File: src/rtl/hex_scan_pkg.sv
// Shared types, constants and the hex glyph table for the multiplexed
// 7-segment scan driver.
package hex_scan_pkg;

   typedef logic [7:0] seg7_t;

   localparam seg7_t SEG_BLANK = 8'hFF;

   typedef enum logic {
      GAP = 1'b0,
      ON  = 1'b1
   } scan_state_t;

   // Bits needed to count 0..max_count-1, never less than one bit.
   function automatic int width_of(input int max_count);
      return (max_count <= 2) ? 1 : $clog2(max_count);
   endfunction

   // Active-high glyphs {dp,g,f,e,d,c,b,a}; dp is always returned as 0.
   function automatic seg7_t nibble_to_seg7(input logic [3:0] nib);
      seg7_t glyph;
      case (nib)
         4'h0: glyph = 8'h3F;
         4'h1: glyph = 8'h06;
         4'h2: glyph = 8'h5B;
         4'h3: glyph = 8'h4F;
         4'h4: glyph = 8'h66;
         4'h5: glyph = 8'h6D;
         4'h6: glyph = 8'h7D;
         4'h7: glyph = 8'h07;
         4'h8: glyph = 8'h7F;
         4'h9: glyph = 8'h6F;
         4'hA: glyph = 8'h77;
         4'hB: glyph = 8'h7C;
         4'hC: glyph = 8'h39;
         4'hD: glyph = 8'h5E;
         4'hE: glyph = 8'h79;
         default: glyph = 8'h71;
      endcase
      return glyph;
   endfunction

endpackage

File: src/rtl/hex_scan_driver_if.sv
// Bundle of the display data inputs and the board-facing pin outputs.
// The master side supplies digits/dp/blank/brightness, the slave side
// (the scan driver) produces the segment, grid and frame pulse outputs.
interface hex_scan_driver_if
   import hex_scan_pkg::*;
#(
   parameter int NUM_DIGITS = 4,
   parameter int BRIGHT_W   = 4
);

   logic [4*NUM_DIGITS-1:0] digits_in;
   logic [NUM_DIGITS-1:0]   dp_in;
   logic [NUM_DIGITS-1:0]   blank_in;
   logic [BRIGHT_W-1:0]     brightness;
   seg7_t                   hex_seg;
   logic [NUM_DIGITS-1:0]   hex_grid;
   logic                    frame_start;

   modport master (
      output digits_in, dp_in, blank_in, brightness,
      input  hex_seg, hex_grid, frame_start
   );

   modport slave (
      input  digits_in, dp_in, blank_in, brightness,
      output hex_seg, hex_grid, frame_start
   );

endinterface

File: src/rtl/hex_scan_pwm.sv
// Brightness PWM for one digit window. The counter restarts at every entry
// into ON, free-runs while ON and holds during GAP. drive_en is the enable
// for the cycle that follows the current clock edge, so it lines up with
// the registered pin outputs of the scan driver.
module hex_scan_pwm #(
   parameter int BRIGHT_W = 4
) (
   input  logic                clk,
   input  logic                reset,
   input  logic                start,
   input  logic                run,
   input  logic [BRIGHT_W-1:0] level,
   output logic                drive_en
);

   localparam logic [BRIGHT_W-1:0] ONE = BRIGHT_W'(1);

   logic [BRIGHT_W-1:0] pwm_cnt;
   logic [BRIGHT_W-1:0] pwm_nxt;

   // Next counter value: zero on ON entry, increment while ON, else hold.
   always_comb begin
      pwm_nxt = pwm_cnt;
      if (start) begin
         pwm_nxt = '0;
      end else if (run) begin
         pwm_nxt = pwm_cnt + ONE;
      end
   end

   // Counter register.
   always_ff @(posedge clk or posedge reset) begin
      if (reset) begin
         pwm_cnt <= '0;
      end else begin
         pwm_cnt <= pwm_nxt;
      end
   end

   // Full-scale level means always on, otherwise compare against the count.
   assign drive_en = (&level) | (pwm_nxt < level);

endmodule

File: src/rtl/hex_scan_driver.sv
// Time-multiplexed driver for an N-digit common-anode 7-segment display.
// Each digit gets a GAP (all grids off) followed by an ON window. Inputs are
// snapshotted once per frame on entry into digit 0, so a frame is always
// coherent. All pins are registered from the next-state decisions, so
// grid, seg and frame_start line up with the FSM state and never skew.
// Optional feature macro: HEX_SCAN_LZB_EN enables leading-zero blanking.
module hex_scan_driver
   import hex_scan_pkg::*;
#(
   parameter int NUM_DIGITS      = 4,
   parameter int TICKS_PER_DIGIT = 32768,
   parameter int GAP_TICKS       = 256,
   parameter int BRIGHT_W        = 4
) (
   input logic               clk,
   input logic               reset,
   hex_scan_driver_if.slave  bus
);

   localparam int IDX_W  = width_of(NUM_DIGITS);
   localparam int TICK_W = width_of(TICKS_PER_DIGIT);
   localparam int GAP_W  = width_of(GAP_TICKS);
   localparam int CNT_W  = (TICK_W > GAP_W) ? TICK_W : GAP_W;

   localparam logic [CNT_W-1:0] ON_LAST  = CNT_W'(TICKS_PER_DIGIT - 1);
   localparam logic [CNT_W-1:0] GAP_LAST = CNT_W'((GAP_TICKS > 1) ? GAP_TICKS - 1 : 0);
   localparam logic [CNT_W-1:0] ONE_C    = CNT_W'(1);
   localparam logic [IDX_W-1:0] IDX_LAST = IDX_W'(NUM_DIGITS - 1);
   localparam logic [IDX_W-1:0] ONE_I    = IDX_W'(1);

   scan_state_t state, state_nxt;
   logic [CNT_W-1:0] cnt, cnt_nxt;
   logic [IDX_W-1:0] idx, idx_nxt;
   logic             snap;

   logic [4*NUM_DIGITS-1:0] sh_digits, sh_digits_nxt;
   logic [NUM_DIGITS-1:0]   sh_dp, sh_dp_nxt;
   logic [NUM_DIGITS-1:0]   sh_blank, sh_blank_nxt;
   logic [BRIGHT_W-1:0]     sh_bright, sh_bright_nxt;

   logic                  pwm_drive;
   logic                  lz_hit;
   logic [3:0]            nib;
   seg7_t                 glyph;
   seg7_t                 lit;
   logic                  show;
   logic [NUM_DIGITS-1:0] onehot;
   seg7_t                 seg_nxt;
   logic [NUM_DIGITS-1:0] grid_nxt;

   // Scan sequencing: GAP counts its dead time, ON counts the digit window,
   // the digit index advances when an ON window ends.
   always_comb begin
      state_nxt = state;
      cnt_nxt   = cnt;
      idx_nxt   = idx;
      snap      = 1'b0;
      case (state)
         GAP: begin
            if (cnt == GAP_LAST) begin
               state_nxt = ON;
               cnt_nxt   = '0;
               snap      = (idx == '0);
            end else begin
               cnt_nxt = cnt + ONE_C;
            end
         end
         ON: begin
            if (cnt == ON_LAST) begin
               state_nxt = GAP;
               cnt_nxt   = '0;
               idx_nxt   = (idx == IDX_LAST) ? '0 : idx + ONE_I;
            end else begin
               cnt_nxt = cnt + ONE_C;
            end
         end
         default: begin
            state_nxt = GAP;
            cnt_nxt   = '0;
         end
      endcase
   end

   // State, counter and index registers.
   always_ff @(posedge clk or posedge reset) begin
      if (reset) begin
         state <= GAP;
         cnt   <= '0;
         idx   <= '0;
      end else begin
         state <= state_nxt;
         cnt   <= cnt_nxt;
         idx   <= idx_nxt;
      end
   end

   // Shadow values seen by the next cycle: fresh inputs on a frame snapshot.
   always_comb begin
      sh_digits_nxt = snap ? bus.digits_in  : sh_digits;
      sh_dp_nxt     = snap ? bus.dp_in      : sh_dp;
      sh_blank_nxt  = snap ? bus.blank_in   : sh_blank;
      sh_bright_nxt = snap ? bus.brightness : sh_bright;
   end

   // Shadow registers holding the frame-coherent copy of the inputs.
   always_ff @(posedge clk or posedge reset) begin
      if (reset) begin
         sh_digits <= '0;
         sh_dp     <= '0;
         sh_blank  <= '0;
         sh_bright <= '0;
      end else begin
         sh_digits <= sh_digits_nxt;
         sh_dp     <= sh_dp_nxt;
         sh_blank  <= sh_blank_nxt;
         sh_bright <= sh_bright_nxt;
      end
   end

   hex_scan_pwm #(
      .BRIGHT_W (BRIGHT_W)
   ) u_pwm (
      .clk      (clk),
      .reset    (reset),
      .start    ((state == GAP) && (state_nxt == ON)),
      .run      (state_nxt == ON),
      .level    (sh_bright_nxt),
      .drive_en (pwm_drive)
   );

`ifdef HEX_SCAN_LZB_EN
   logic [NUM_DIGITS-1:0] lz_mask;

   // A digit is a leading zero if it and every higher nibble are zero;
   // digit 0 always shows so a zero value still reads as "0".
   always_comb begin
      logic zero_run;
      lz_mask  = '0;
      zero_run = 1'b1;
      for (int i = NUM_DIGITS - 1; i >= 0; i--) begin
         zero_run   = zero_run & (sh_digits_nxt[4*i +: 4] == 4'h0);
         lz_mask[i] = zero_run & (i != 0);
      end
   end

   assign lz_hit = lz_mask[idx_nxt];
`else
   assign lz_hit = 1'b0;
`endif

   // Pin values for the coming cycle: glyph plus dp for the active digit,
   // dark whenever in GAP, blanked, PWM-off, or a leading zero without dp.
   always_comb begin
      nib    = sh_digits_nxt[4*int'(idx_nxt) +: 4];
      glyph  = nibble_to_seg7(nib);
      lit    = lz_hit ? {sh_dp_nxt[idx_nxt], 7'b0}
                      : (glyph | {sh_dp_nxt[idx_nxt], 7'b0});
      show   = (state_nxt == ON) && !sh_blank_nxt[idx_nxt] && pwm_drive &&
               (lit != 8'h00);
      onehot = '0;
      onehot[idx_nxt] = 1'b1;
      seg_nxt  = show ? ~lit : SEG_BLANK;
      grid_nxt = show ? ~onehot : '1;
   end

   // Registered pins, updated together so grid and seg never skew.
   always_ff @(posedge clk or posedge reset) begin
      if (reset) begin
         bus.hex_seg     <= SEG_BLANK;
         bus.hex_grid    <= '1;
         bus.frame_start <= 1'b0;
      end else begin
         bus.hex_seg     <= seg_nxt;
         bus.hex_grid    <= grid_nxt;
         bus.frame_start <= snap;
      end
   end

endmodule

File: src/flat_wrapper.sv
// flat-port wrapper written by rule: the top's interface ports become plain ports
module hex_scan_driver_flat import hex_scan_pkg::*;
#(
   parameter int NUM_DIGITS      = 4,
   parameter int TICKS_PER_DIGIT = 32768,
   parameter int GAP_TICKS       = 256,
   parameter int BRIGHT_W        = 4
)
  (clk, reset, bus_digits_in, bus_dp_in, bus_blank_in, bus_brightness, bus_hex_seg, bus_hex_grid, bus_frame_start);
  hex_scan_driver_if #(.NUM_DIGITS(NUM_DIGITS), .BRIGHT_W(BRIGHT_W)) bus_i ();
  input logic clk;
  input logic reset;
  input wire logic [$bits(bus_i.digits_in)-1:0] bus_digits_in;
  input wire logic [$bits(bus_i.dp_in)-1:0] bus_dp_in;
  input wire logic [$bits(bus_i.blank_in)-1:0] bus_blank_in;
  input wire logic [$bits(bus_i.brightness)-1:0] bus_brightness;
  output wire logic [$bits(bus_i.hex_seg)-1:0] bus_hex_seg;
  output wire logic [$bits(bus_i.hex_grid)-1:0] bus_hex_grid;
  output wire logic [$bits(bus_i.frame_start)-1:0] bus_frame_start;
  assign bus_i.digits_in = bus_digits_in;
  assign bus_i.dp_in = bus_dp_in;
  assign bus_i.blank_in = bus_blank_in;
  assign bus_i.brightness = bus_brightness;
  assign bus_hex_seg = bus_i.hex_seg;
  assign bus_hex_grid = bus_i.hex_grid;
  assign bus_frame_start = bus_i.frame_start;
  hex_scan_driver #(.NUM_DIGITS(NUM_DIGITS), .TICKS_PER_DIGIT(TICKS_PER_DIGIT), .GAP_TICKS(GAP_TICKS), .BRIGHT_W(BRIGHT_W)) u_core (.clk(clk), .reset(reset), .bus(bus_i));
endmodule
File: config.mk
export PLATFORM = sky130hd
export DESIGN_NAME = hex_scan_driver_flat
export DESIGN_NICKNAME = d
export VERILOG_FILES = /design/src/rtl/hex_scan_pkg.sv /design/src/rtl/hex_scan_driver_if.sv /design/src/rtl/hex_scan_pwm.sv /design/src/rtl/hex_scan_driver.sv /design/src/flat_wrapper.sv
export SDC_FILE = /design/constraint.sdc
export NUM_CORES = 1
export LEC_CHECK = 0
export CAP_MARGIN = 40
export CORE_ASPECT_RATIO = 0.75
export CORE_MARGIN = 2
export CORE_UTILIZATION = 47
export DETAILED_ROUTE_END_ITERATION = 12
export DONT_BUFFER_PORTS = 1
export GPL_TIMING_DRIVEN = 1
export PLACE_DENSITY_LB_ADDON = 0.3
export SYNTH_ARGS = -nofsm -noshare
export SYNTH_HDL_FRONTEND = slang
export SYNTH_SLANG_ARGS = --single-unit
File: constraint.sdc
create_clock -name clk -period 5.18 [get_ports clk]
set_clock_uncertainty 0.05 [all_clocks]
set_input_delay 1.036 -clock clk [delete_from_list [all_inputs] [get_ports clk]]
set_output_delay 1.036 -clock clk [all_outputs]
set_load 0.05 [all_outputs]
Word-level counts from Yosys, hierarchy flattened
Memories as Yosys holds them, arrays and structs flattened.
Cells that the tools add are included.
{ "word_totals": {"reg_bits": 63, "mem_bits_ro": 112, "output_inout_bits": 13, "elab_cells": 61, "n_memories": 1} }
{ "op_classes": {"add_sub_neg": 3, "order_cmp": 3, "eq_ne": 3, "n_shift": 1, "n_mux": 25, "bitwise": 5, "reduce_logical": 9} }
{ "memory_table": {"columns": ["name", "depth", "width", "read_ports", "rd_ports_with_merged_regs", "wr", "line_no", "source"], "rows": [
  ["(name not given)", 16, 7, 1, 0, 0, "hex_scan_pkg.sv:22", "case (nib)"]
]} }
{ "ops": {"columns": ["op", "count"], "rows": [
  ["$mux W15", 2],
  ["$pmux W15 S2", 1],
  ["$mux W4", 6],
  ["$mux W16", 1],
  ["$shiftx A16 B5 Y4", 1],
  ["$add A15 B1 Y15 const B", 1],
  ["$eq A15 B15 Y1 const B", 1],
  ["$eq A15 B8 Y1 const B", 1],
  ["$mux W8", 1],
  ["$not A8 Y8", 1],
  ["$or A8 B8 Y8", 1],
  ["$reduce_bool A8 Y1", 1],
  ["$mux W1", 7],
  ["$mux W2", 3],
  ["$logic_and A1 B1 Y1", 5],
  ["$add A4 B1 Y4 const B", 1],
  ["$bmux W1 S2", 2],
  ["$lt A4 B4 Y1", 1],
  ["$not A4 Y4", 1],
  ["$reduce_and A4 Y1", 1],
  ["$lt A2 B3 Y1 const B", 1],
  ["$add A2 B1 Y2 const B", 1],
  ["$demux W1 S2", 1],
  ["$eq A2 B2 Y1 const B", 1],
  ["other kinds (6)", 6]
]} }

Longest topological paths before layout
{ "depth": {"ltp_word": 11, "depth_mapped": 16} }

Hierarchy
From an unflattened synthesis, not the netlist that was laid out.
{ "hier_totals": {"cells_unflattened": 293, "hier_area_um2": 3185.6} }
{ "by_module_without_submodules": {"columns": ["mod", "n_inst", "cells_per_inst", "area_each_um2", "seq_area_each_um2"], "rows": [
  ["hex_scan_driver", 1, 264, 2912.8, 1491.4],
  ["hex_scan_pwm", 1, 29, 272.8, 100.1]
]} }

Worst setup path after synthesis
No wires, ideal clock.
{ "synth_path": {"path_type": "register to register", "from": "reg u_core.cnt[0]", "to": "reg u_core.bus.hex_seg[0]", "setup_time_ns": 0.072, "t_arrival_ns": 3.498, "required_time_ns": 5.058, "setup_slack_ns": 1.560, "stages_incl_launch_ff": 15, "n_path_buf": 2, "period_less_slack_ns": 3.620, "path_cell_list": "dfrtp_1 ha_1 nand4_1 nor4_1 mux2i_1 buf_2 buf_2 mux2i_1 mux2i_1 ha_1 nor2_1 a21oi_1 o211ai_1 o22a_1 o21ai_1"} }
{ "synth_between": {"elab_chain_len": 11, "elab_cells_between_ends": 33, "classes_between": "1 x order compare; 2 x eq/ne; 1 x shift; 18 x mux; 3 x bitwise; 7 x reduce/logical; 1 x memory"} }
{ "synth_lines": {"columns": ["element", "line_no", "source"], "rows": [
  ["start: declaration", "hex_scan_driver.sv:32", "logic [CNT_W-1:0] cnt, cnt_nxt;"],
  ["start signal: assignment", "hex_scan_driver.sv:92", "cnt <= cnt_nxt;"],
  ["branches (longest 10 deep; another with $mem_v2 Z16 W7)", null, null],
  ["$mux W8 *", "hex_scan_driver.sv:162", "seg_nxt = show ? ~lit : SEG_BLANK;"],
  ["net u_core.seg_nxt[0]", "hex_scan_driver.sv:48", "seg7_t seg_nxt;"],
  ["end signal: assignment", "hex_scan_driver.sv:173", "bus.hex_seg <= seg_nxt;"],
  ["end: declaration", "hex_scan_driver_if.sv:26", "output hex_seg, hex_grid, frame_start"]
]} }
Mark *: on every way through the listed nets, which the timed path passes. The select of a mux whose other input is x is not followed.

Worst setup path after layout
{ "layout_path": {"from": "reg u_core.cnt[9]", "to": "reg u_core.bus.hex_seg[2]"} }
{ "layout_between": {"elab_cells_between_ends": 33, "classes_between": "1 x order compare; 2 x eq/ne; 1 x shift; 18 x mux; 3 x bitwise; 7 x reduce/logical; 1 x memory"} }
{ "layout_rtl": {"columns": ["element", "line_no", "source"], "rows": [
  ["$eq A15 B8 Y1 *", "hex_scan_driver.sv:60", "if (cnt == GAP_LAST) begin"],
  ["$mux W1 *", "hex_scan_driver.sv:60", null],
  ["$mux W1 *", "hex_scan_driver.sv:58", "case (state)"],
  ["$mux W4 *", "hex_scan_driver.sv:102", "sh_bright_nxt = snap ? bus.brightness : sh_bright;"],
  ["net u_core.sh_bright_nxt[3]", "hex_scan_driver.sv:39", "logic [BRIGHT_W-1:0] sh_bright, sh_bright_nxt;"],
  ["$lt A4 B4 Y1 / $reduce_and A4 Y1 (equally long branches)", "hex_scan_pwm.sv:41", "assign drive_en = (&level) | (pwm_nxt < level);"],
  ["$or A1 B1 Y1 *", "hex_scan_pwm.sv:41", null],
  ["$logic_and A1 B1 Y1 * (2 in series)", "hex_scan_driver.sv:158", "show = (state_nxt == ON) && !sh_blank_nxt[idx_nxt] && pwm_drive &&"],
  ["$mux W8 *", "hex_scan_driver.sv:162", null],
  ["net u_core.seg_nxt[2]", "hex_scan_driver.sv:48", null]
]} }
The timed path passes the listed nets; every way through them passes the cells marked *. The select of a mux whose other input is x is not followed.

==> impl_metrics.json <==
{
  "count_of_flip_flops_with_a_built_in_enable_after_synthesis": 0,
  "worstSetupStartpointType": "register",
  "first_global_vias": 2343,
  "cp_data_required_time_ps": 5370,
  "synth_top_flop_cell": "sky130_fd_sc_hd__dfrtp_1",
  "place.port_buffers": 0,
  "avgSynthCellArea_sq_um": 10.0,
  "grt_usage": 0.198,
  "slew_viol_final": 0,
  "synth_cells": 344,
  "asr_flop_ratio_synth": 1.00,
  "postCtsResizedCells": 0,
  "crit_type": "register to register",
  "clock_insertion_delay_worst_skew_ps": 350,
  "core_sq_um": 6960,
  "post_synth_and_or_nand_nor_area_fraction": 0.190,
  "post_synth_num_cell_types": 46,
  "yosysWarningCount": 0,
  "tritoncts": "built",
  "adder_cell_fraction_of_synth_area": 0.0473,
  "first_pass_iters": 4,
  "cells_taking_the_most_area_after_synthesis": "sky130_fd_sc_hd__dfrtp_1, sky130_fd_sc_hd__dfstp_2, sky130_fd_sc_hd__mux2i_1",
  "cts_inserted_buffers": 9,
  "postRouteAntennaNets": 0,
  "synth-compound-area-share": 0.0866,
  "die_h_microns": 78.1,
  "num_rows": 26,
  "n_antenna_cell": 0,
  "worst-slew-pin-transition_ps": 792,
  "run_status": "complete, no violations",
  "final.min_clock_period_ps": 4250,
  "path_max_fanout": 37,
  "synth.most_common_cell": "sky130_fd_sc_hd__nand2_1",
  "ctsHoldBuffers": 0,
  "overall_power_mw": 1.04,
  "dp_cells": 435,
  "max_cap_viol_count": 0,
  "grt.busiest_layer": "met1",
  "synth_area_sq_um": 3440,
  "first_iter_violations": 124,
  "antenna_found_initial": 0,
  "grt_overflow": 0,
  "final_number_of_setup_violating_endpoints": 0,
  "postSynthRegisterBits": 63,
  "cp_top_family": "simple AND/OR/NAND/NOR gates",
  "fmax_mhz": 235,
  "num-nets-final": 391,
  "path_cells": "or4_4 > nor4_4 > nand2_4 > inv_1 > nand2_1 > nand2_1 > inv_1 > ha_1 > a211oi_1 > o211ai_1 > a21boi_0 > o21ai_1 > a21oi_2 > o221ai_1",
  "fin_cells": 451,
  "ios": 43,
  "design.die.area_sq_um": 8020,
  "p_leak_nw": 1.83,
  "grt_start_max_net_pins": 64,
  "drive_gt1_frac": 0.161,
  "syn-num-nets": 387,
  "met3_usage": 0.0668,
  "route.detailed.drc": 0,
  "number_of_buffers_inserted_to_repair_setup_after_cts": 0,
  "power_per_cell_area_nw_per_um2": 274,
  "peak_ir_drop_on_the_vdd_network_v": 0.000161,
  "clock-sinks": 63,
  "synthTopCellsByCount": "sky130_fd_sc_hd__nand2_1, sky130_fd_sc_hd__dfrtp_1, sky130_fd_sc_hd__mux2i_1, sky130_fd_sc_hd__nor2_1, sky130_fd_sc_hd__inv_1",
  "cts-htree-levels": 3,
  "avgRoutedWirePerCell_microns": 16.2,
  "critical_path.max_stage_delay_ps": 590,
  "synth_top_area_share": 0.371,
  "synth_top_family_by_area": "simple AND/OR/NAND/NOR gates",
  "yosys.area.top_type": "sky130_fd_sc_hd__dfrtp_1",
  "synth_xor_xnor_area_share": 0.0408,
  "layout_area_growth_over_synthesis_pct": 10.2,
  "dp_hpwl_microns": 5170,
  "num_vias": 2421,
  "place.gp.congestion": 0.899,
  "worstPathBufferInverterCount": 2,
  "utilization": 0.544,
  "grt_util_met2": 0.255,
  "groute.layer.met1.usage": 0.313,
  "clock_transition_at_the_registers_of_the_reported_paths_ps": 70,
  "hold_violations": 0,
  "yosysSeqAreaShare": 0.463,
  "fin_crit_sh": 0.821,
  "ctsLongestPathBuffers": 2,
  "grt_pass1_wl_microns": 12100,
  "worst_slew_margin_rel": 0.472,
  "muxShareOfSynthArea": 0.141,
  "crit_path_end_kind": "register",
  "rsz0062_at_grt": "false",
  "cp_slowest_cell": "sky130_fd_sc_hd__or4_4",
  "die_width_microns": 103,
  "cp.arrival_ps": 4440,
  "initial_cell_density_of_the_core": 0.494,
  "drt-vias-per-instance": 5.37,
  "fin_setup_tns_ps": 0,
  "hold_crit_path_type": "register to register",
  "cts.root.buffer_cell": "sky130_fd_sc_hd__clkbuf_8",
  "wl_microns": 7290
}
[power by group]
| group | internal (mW) | leakage (nW) | switching (mW) |
|---|---|---|---|
| sequential | 0.497 | 0.718 | 0.00116 |
| clock | 0.310 | 0.120 | 0.195 |
| combinational | 0.0127 | 0.992 | 0.0221 |
[layout make-up]
type	count	area [sq um]
Tap cell	98	123
Clock buffer	13	169
Timing Repair Buffer	4	30.0
Multi-Input combinational cell	254	1750
Sequential cell	63	1590
Fill cell	632	3170
Clock inverter	3	65.1
Inverter	16	60.1
[kinds of logic (layout without fill, tap and decap cells)]
family          Yosys count  after routing
flops                    63             63
buf+inv                  27             36
simple gates            136            136
mux                      45             45
xor+xnor                 16             16
fa+ha+maj                13             13
compound gates           44             44
[registers in the layout, summed over array words and instances (netlist names)]
name	cells
u_core.u_pwm.pwm_cnt	4
u_core.bus.hex_grid	4
u_core.state	1
u_core.cnt	15
u_core.bus.frame_start	1
u_core.bus.hex_seg	8
u_core.sh_blank	4
u_core.sh_bright	4
u_core.idx	2
u_core.sh_digits	16
u_core.sh_dp	4
[routing by layer]
metal / vias up / share of wire
li1: 1205 / -
met1: 1150 / 0.53
met2: 62 / 0.40
met3: 4 / 0.063
met4: 0 / 0.0045
met5: - / 0
[layout by cell type, fill, tap and decap left out, types with 3 or more instances in the layout]
master                      n
sky130_fd_sc_hd__o211ai_1   5
sky130_fd_sc_hd__nand2_1   63
sky130_fd_sc_hd__nor4_1     4
sky130_fd_sc_hd__nand3_1   15
sky130_fd_sc_hd__o21ai_0   12
sky130_fd_sc_hd__ha_1      13
sky130_fd_sc_hd__xor2_1    12
sky130_fd_sc_hd__a22oi_1    4
sky130_fd_sc_hd__xnor2_1    4
sky130_fd_sc_hd__o221ai_1   3
sky130_fd_sc_hd__nand4_1    4
sky130_fd_sc_hd__dfrtp_1   51
sky130_fd_sc_hd__a21oi_1    6
sky130_fd_sc_hd__buf_4      4
sky130_fd_sc_hd__nor2_1    23
sky130_fd_sc_hd__nand2b_1  10
sky130_fd_sc_hd__dfstp_2   12
sky130_fd_sc_hd__mux2_2    14
sky130_fd_sc_hd__inv_1     15
sky130_fd_sc_hd__nor3_1     3
sky130_fd_sc_hd__mux2i_1   28
sky130_fd_sc_hd__clkbuf_8  12
[final timing paths]
kind | start | slack, ps | cells after the start | end
setup / recovery | u_core.cnt[9] | 930 | 14 | u_core.bus.hex_seg[2]
hold / removal | u_core.cnt[0] | 410 | 1 | u_core.cnt[0]
setup reg to reg | u_core.cnt[9] | 930 | 14 | u_core.bus.hex_seg[2]
hold reg to reg | u_core.cnt[0] | 410 | 1 | u_core.cnt[0]
max in group asynchronous | reset | 3810 | 2 | u_core.u_pwm.pwm_cnt[0]
min in group asynchronous | reset | 760 | 2 | u_core.sh_digits[4]
[through the flow]
step	cell area, sq um	setup slack [ps]	hold WS [ps]
finish	3790	929	414
global route	3790	466	446
CTS	3790	907	421
detailed placement	3550	915	411
global placement	3550	1100	402
floorplan	3440	1560	383
No activity file was read; power rests on OpenSTA's default activity.
